File: config.mk
export PLATFORM = sky130hd
export DESIGN_NAME = conv_window_feeder
export DESIGN_NICKNAME = d
export VERILOG_FILES = /design/src/rtl/conv_pkg.sv /design/src/rtl/conv_tap_decode.sv /design/src/rtl/conv_window_feeder.sv
export SDC_FILE = /design/constraint.sdc
export NUM_CORES = 1
export LEC_CHECK = 0
export BUFFER_PORTS_ARGS = -buffer_cell sky130_fd_sc_hd__buf_2
export CAP_MARGIN = 10
export CORE_MARGIN = 2
export CORE_UTILIZATION = 50
export CTS_BUF_LIST = sky130_fd_sc_hd__clkbuf_16
export DETAILED_ROUTE_END_ITERATION = 16
export PLACE_DENSITY = 0.76
export SLEW_MARGIN = 20
export SYNTH_ARGS = -nofsm -noshare
export SYNTH_HDL_FRONTEND = slang
export SYNTH_SLANG_ARGS = --single-unit
export TNS_END_PERCENT = 30
File: constraint.sdc
create_clock -name clk -period 4.6 [get_ports clk]
set_input_delay 0.23 -clock clk [delete_from_list [all_inputs] [get_ports clk]]
set_output_delay 0.23 -clock clk [all_outputs]
set_load 0.005 [all_outputs]
File: src/rtl/conv_pkg.sv
// conv_pkg: shared constants, PE origin tables and FSM encoding for the conv window feeder
package conv_pkg;
    localparam int IN_N      = 4;
    localparam int K_N       = 3;
    localparam int OUT_N     = 2;
    localparam int NUM_PE    = 4;
    localparam int NUM_TAPS  = 9;
    localparam int LAST_STEP = 11;
    localparam logic [1:0] PE_I [NUM_PE] = '{2'd0, 2'd0, 2'd1, 2'd1};
    localparam logic [1:0] PE_J [NUM_PE] = '{2'd0, 2'd1, 2'd0, 2'd1};
    typedef enum logic [1:0] {S_IDLE = 2'd0, S_STREAM = 2'd1, S_DONE = 2'd2} state_t;
endpackage

File: src/rtl/conv_tap_decode.sv
// conv_tap_decode: maps tap index k (0..8) to filter (row, col); ports k_i in, row_o/col_o out
module conv_tap_decode (
    input  logic [3:0] k_i,
    output logic [1:0] row_o,
    output logic [1:0] col_o
);
    always_comb begin
        row_o = (k_i >= 4'd6) ? 2'd2 : (k_i >= 4'd3) ? 2'd1 : 2'd0;
        col_o = (k_i == 4'd1 || k_i == 4'd4 || k_i == 4'd7) ? 2'd1 :
                (k_i == 4'd2 || k_i == 4'd5 || k_i == 4'd8) ? 2'd2 : 2'd0;
    end
endmodule

File: src/rtl/conv_window_feeder.sv
// conv_window_feeder: snapshots a 4x4 tile and 3x3 filter, streams skewed im2col operands to 4 PEs
// Ports: clk, rst (sync active-high), start; a_in/b_in tile and filter; busy, done, w_out/w_valid
// (chain head weight), x_out/x_valid/x_last (per-PE lanes, lane p delayed p cycles).
// FEEDER_BACK_TO_BACK_EN: start in DONE restarts directly into STREAM.
module conv_window_feeder
    import conv_pkg::*;
#(
    parameter int DATA_WIDTH = 8
) (
    input  logic                           clk,
    input  logic                           rst,
    input  logic                           start,
    input  logic [IN_N*IN_N*DATA_WIDTH-1:0] a_in,
    input  logic [K_N*K_N*DATA_WIDTH-1:0]   b_in,
    output logic                           busy,
    output logic                           done,
    output logic [DATA_WIDTH-1:0]          w_out,
    output logic                           w_valid,
    output logic [NUM_PE*DATA_WIDTH-1:0]   x_out,
    output logic [NUM_PE-1:0]              x_valid,
    output logic [NUM_PE-1:0]              x_last
);
    state_t state_q, state_d;
    logic [3:0] t_q, t_d;
    logic [IN_N*IN_N*DATA_WIDTH-1:0] a_q, a_d;
    logic [K_N*K_N*DATA_WIDTH-1:0] b_q, b_d;
    logic cap, streaming;
    logic [1:0] w_row, w_col;
    logic [3:0] w_idx;
    logic w_hit;
    logic [DATA_WIDTH-1:0] w_d;
    logic [NUM_PE*DATA_WIDTH-1:0] x_d;
    logic [NUM_PE-1:0] xv_d, xl_d;

    always_comb begin
        state_d = state_q;
        t_d = (state_q == S_STREAM) ? t_q + 4'd1 : 4'd0;
        cap = 1'b0;
        if (state_q == S_IDLE) begin
            cap = start;
            state_d = start ? S_STREAM : S_IDLE;
        end else if (state_q == S_STREAM) begin
            state_d = (t_q == 4'(LAST_STEP)) ? S_DONE : S_STREAM;
        end else begin
`ifdef FEEDER_BACK_TO_BACK_EN
            cap = start;
            state_d = start ? S_STREAM : S_IDLE;
`else
            state_d = S_IDLE;
`endif
        end
        a_d = cap ? a_in : a_q;
        b_d = cap ? b_in : b_q;
    end

    // Outputs are registered from next-state values so step t is visible in the cycle after its edge.
    assign streaming = (state_d == S_STREAM);

    conv_tap_decode u_w_dec (.k_i(t_d), .row_o(w_row), .col_o(w_col));
    assign w_idx = {2'b00, w_row} * 4'd3 + {2'b00, w_col};
    assign w_hit = streaming && (t_d <= 4'(NUM_TAPS - 1));
    assign w_d = w_hit ? b_d[DATA_WIDTH*int'(w_idx) +: DATA_WIDTH] : '0;

    for (genvar p = 0; p < NUM_PE; p++) begin : g_lane
        logic [3:0] k, idx;
        logic [1:0] r, c;
        logic hit;
        // Before lane p starts, t-p wraps above 8, so one compare covers both ends.
        assign k = t_d - 4'(p);
        conv_tap_decode u_dec (.k_i(k), .row_o(r), .col_o(c));
        assign idx = {PE_I[p] + r, PE_J[p] + c};
        assign hit = streaming && (k <= 4'(NUM_TAPS - 1));
        assign x_d[DATA_WIDTH*p +: DATA_WIDTH] = hit ? a_d[DATA_WIDTH*int'(idx) +: DATA_WIDTH] : '0;
        assign xv_d[p] = hit;
        assign xl_d[p] = hit && (k == 4'(NUM_TAPS - 1));
    end

    always_ff @(posedge clk) begin
        if (rst) begin
            state_q <= S_IDLE;
            t_q     <= '0;
            a_q     <= '0;
            b_q     <= '0;
            busy    <= 1'b0;
            done    <= 1'b0;
            w_out   <= '0;
            w_valid <= 1'b0;
            x_out   <= '0;
            x_valid <= '0;
            x_last  <= '0;
        end else begin
            state_q <= state_d;
            t_q     <= t_d;
            a_q     <= a_d;
            b_q     <= b_d;
            busy    <= (state_d != S_IDLE);
            done    <= (state_d == S_DONE);
            w_out   <= w_d;
            w_valid <= w_hit;
            x_out   <= x_d;
            x_valid <= xv_d;
            x_last  <= xl_d;
        end
    end
endmodule

==> reports/results.txt <==
outcome - complete, but fails checks
failing checks - hold timing
unrepaired setup endpoints after global routing - no
multi-input logic area - 7391 um^2
multiplexer area fraction after synthesis - 0.2252
WS Path Type - register to register
initial antenna violation count - 1
cell count after synthesis - 1,494
setup tns final - 0 ns
Compound-Gate Fraction of Synth Area - 0.1419
min-delay src - a_in[91]
number of synthesized flops with an enable pin - 0
VDD IR max - 0.0003385 V
GRT Residual Overflow - 0
drt via density - 6.006
Post-synth top cells - nor2_1, dfxtp_1, mux2i_1
Final Max Tran Viols - 0
Power Dens Cells - 352.7 nW/um^2
CTS tree - built
Fin. Hold Viols - 1
Reg2Reg Launch Point - t_q[0]$_SDFF_PP0_
Mean Syn Cell Area - 8.730 um^2
most frequent cell after synthesis - nor2_1
initial core utilization - 0.5048
fin util - 0.6384
Least-Margin Pin Slew - 1.078 ns
internal cell power - 4.144 mW
crit path max fanout - 32
Tot GR Track Use - 0.3386
Clock Tree Buf Depth - 3
row cnt - 59
worst endpoint data arrival time - 4.78 ns
CTS H-tree lvls - 1
setup bufs post-CTS - 0
CTS buffer count - 28
Tcrit/Tclk final - 0.9344
largest delay contributor family on the critical path - adder cells
setup violators final - 0
adder-cell share of the synthesized area - 0.01592
mapped cell area - 13,040 um^2
cell breakdown of the critical path - or3b_1 > inv_2 > ha_1 > nor2_1 > a21o_1 > buf_4 > inv_1 > ha_1 > ha_1 > inv_1 > fa_1 > buf_6 > mux4_2 > mux2i_1 > a21oi_1 > nor2_1
asr flop ratio synth - 0
Tot Pwr - 5.818 mW
Worst setup EP type - register
#FFs+latches synth - 256
port buffer count - 253
DRT Wirelength - 47.61 mm
Layout Nets - 2,024
first-pass GRT wire length - 70.90 mm
Die Ht - 165.5 um
Reg power frac - 0.411
post-synth top area share - 0.3929
clock network power share - 0.405
share of cells above drive strength 1 - 0.2129
Initial DRT Pass Iterations - 11
Mapped Nets - 1,713
synthesis-to-finish area growth - 26.47%
synth top area cells - dfxtp_1, mux2i_1, nor2_1, nand2_1, a21oi_1
die area - 27,390 um^2
Crit-path slowest cell - or3b_1
Core Region - 25,840 um^2
Root Driver - clkbuf_16
Startpoint Class - register
CP most frequent cell - ha_1
crit path from - t_q[0]$_SDFF_PP0_
Initial DRC Count - 1,660
NetSw - 1.674 mW
area occupied by registers - 5126 um^2
Comb pwr share - 0.184
WL/cell - 22.01 um
library cells used by synthesis - 84
Max Cap Viol - 0
yosys warns - 0
Rel. slew slack - 0.2611
Max Fclk - 232.7 MHz
largest net degree at the start of global routing - 109
Placer Congestion - 0.9968
I/O pins - 254
DRC Markers - 0
xor/xnor share of the synthesized area - 0.005180
Buffers & Inverters on Critical Path - 5
Synth Area in Simple Gates - 0.1770
worst hold path type - input port to register
hpwl dp - 33.05 mm
WP data required - 5.08 ns
clk_skew - 0.01066 ns
crit path time final - 4.298 ns
Main synth FF type - dfxtp_1
CTS clock-pin slew for the worst setup and hold paths - 0.07 ns
CP max stage delay - 0.56 ns
vias in the first global route - 12,490
Hold WS - -0.005833 ns
largest family of logic cells by synthesized area - multiplexers
Die W - 165.5 um
Routed Antenna Nets - 0
total number of vias - 12,990
clock sinks - 256
reported leakage power - 7.241 nW
Synth area leader - dfxtp_1
Sw Share - 0.2877
Fillers - 2,056
Worst-Skew Late Latency - 0.56 ns
register area share after synthesis - 0.3929
==> sequential cells by signal, summed over array words and instances, names as in the netlist <==
signal	count
x_valid	4
b_q	72
w_out	8
busy	1
x_last	4
a_q	128
x_out	32
done	1
state_q	2
t_q	4
==> tightest hold or removal path: stages <==
cell and delay (ns):
buf_2 0.07, mux2i_1 0.11, nor2_1 0.10
==> kinds of logic after synthesis <==
kind of cell | after synthesis
simple gates | 541
compound gates | 286
mux | 266
flops | 256
buf+inv | 123
fa+ha+maj | 16
xor+xnor | 6
==> placed cells by master, fill, tap and decap left out, drive strengths merged, types with 6 or more instances in the layout <==
master       synthesis  routed
dfxtp              256     256
and3                 9       9
nand2              154     154
mux2                10      10
clkbuf              54      29
a31oi               10      10
dlygate4sd3          0      95
mux2i              238     238
nor2               258     258
nand3               39      39
a21oi               88      88
o211ai              10      10
ha                  15      15
o22ai               17      17
inv                 17      23
a211oi              28      28
clkinv               1      13
o21ai               54      54
nor3b                6       6
o31ai               11      11
o21a                 7       7
mux4                18      18
or3                  8       8
nor3                36      36
a21boi               6       6
buf                 51     291
==> worst paths after layout <==
| check | slack (ns) | cells after the start | end |
|---|---|---|---|
| worst max-delay path | 0.30 | 16 | w_out[3]$_SDFF_PP0_ |
| worst min-delay path | -0.006 | 3 | a_q[91]$_SDFF_PP0_ |
| worst max register to register | 0.30 | 16 | w_out[3]$_SDFF_PP0_ |
| worst min register to register | 0.46 | 2 | a_q[30]$_SDFF_PP0_ |
==> metal layers <==
metal | routed length [um] | share of wire | GRT usage | vias up
met5 | 13 | 0.00027 | 0 | -
met4 | 2725 | 0.057 | 0.1759 | 2
met3 | 5438 | 0.11 | 0.08467 | 193
met2 | 21220 | 0.45 | 0.5392 | 865
met1 | 18210 | 0.38 | 0.4243 | 6008
li1 | - | - | - | 5923
==> metrics by stage <==
stage	setup WS, ns	instance area [um^2]	hold WS, ns	std cells
2_1_floorplan	0.001942	13050	0.3660	1494
3_3_place_gp	0.4395	14580	0.4420	2015
3_5_place_dp	0.3026	14580	0.4473	2015
4_1_cts	0.1870	16470	0.0004683	2161
5_1_grt	0.06913	16490	0.004831	2162
6_report	0.3017	16490	-0.005833	2163
==> power by group through the flow <==
stage | Clock (mW) | Combinational [mW] | Sequential, mW
after global routing | 2.46 | 1.13 | 2.40
after CTS | 2.36 | 1.03 | 2.39
after floorplan | 0 | 0.611 | 2.42
after global placement | 0 | 0.946 | 2.43
after detailed placement | 0 | 0.956 | 2.44
final | 2.36 | 1.07 | 2.39
==> final cells by class <==
class                   count  share of cell area
inverters                  18            0.004096
well taps                 335             0.02541
clock buffers              29             0.04400
diodes                      1           0.0001517
clock inverters            23             0.01365
multi-input cells        1115              0.4481
flip-flops and latches    256              0.3108
repair buffers            386              0.1538
==> timing repair <==
action	CTS	global route
resized for setup	0	4
endpoints found under the setup margin	0	8
hold buffers	94	1
endpoints found under the hold margin	94	1
Power figures use the tool's default switching activity.
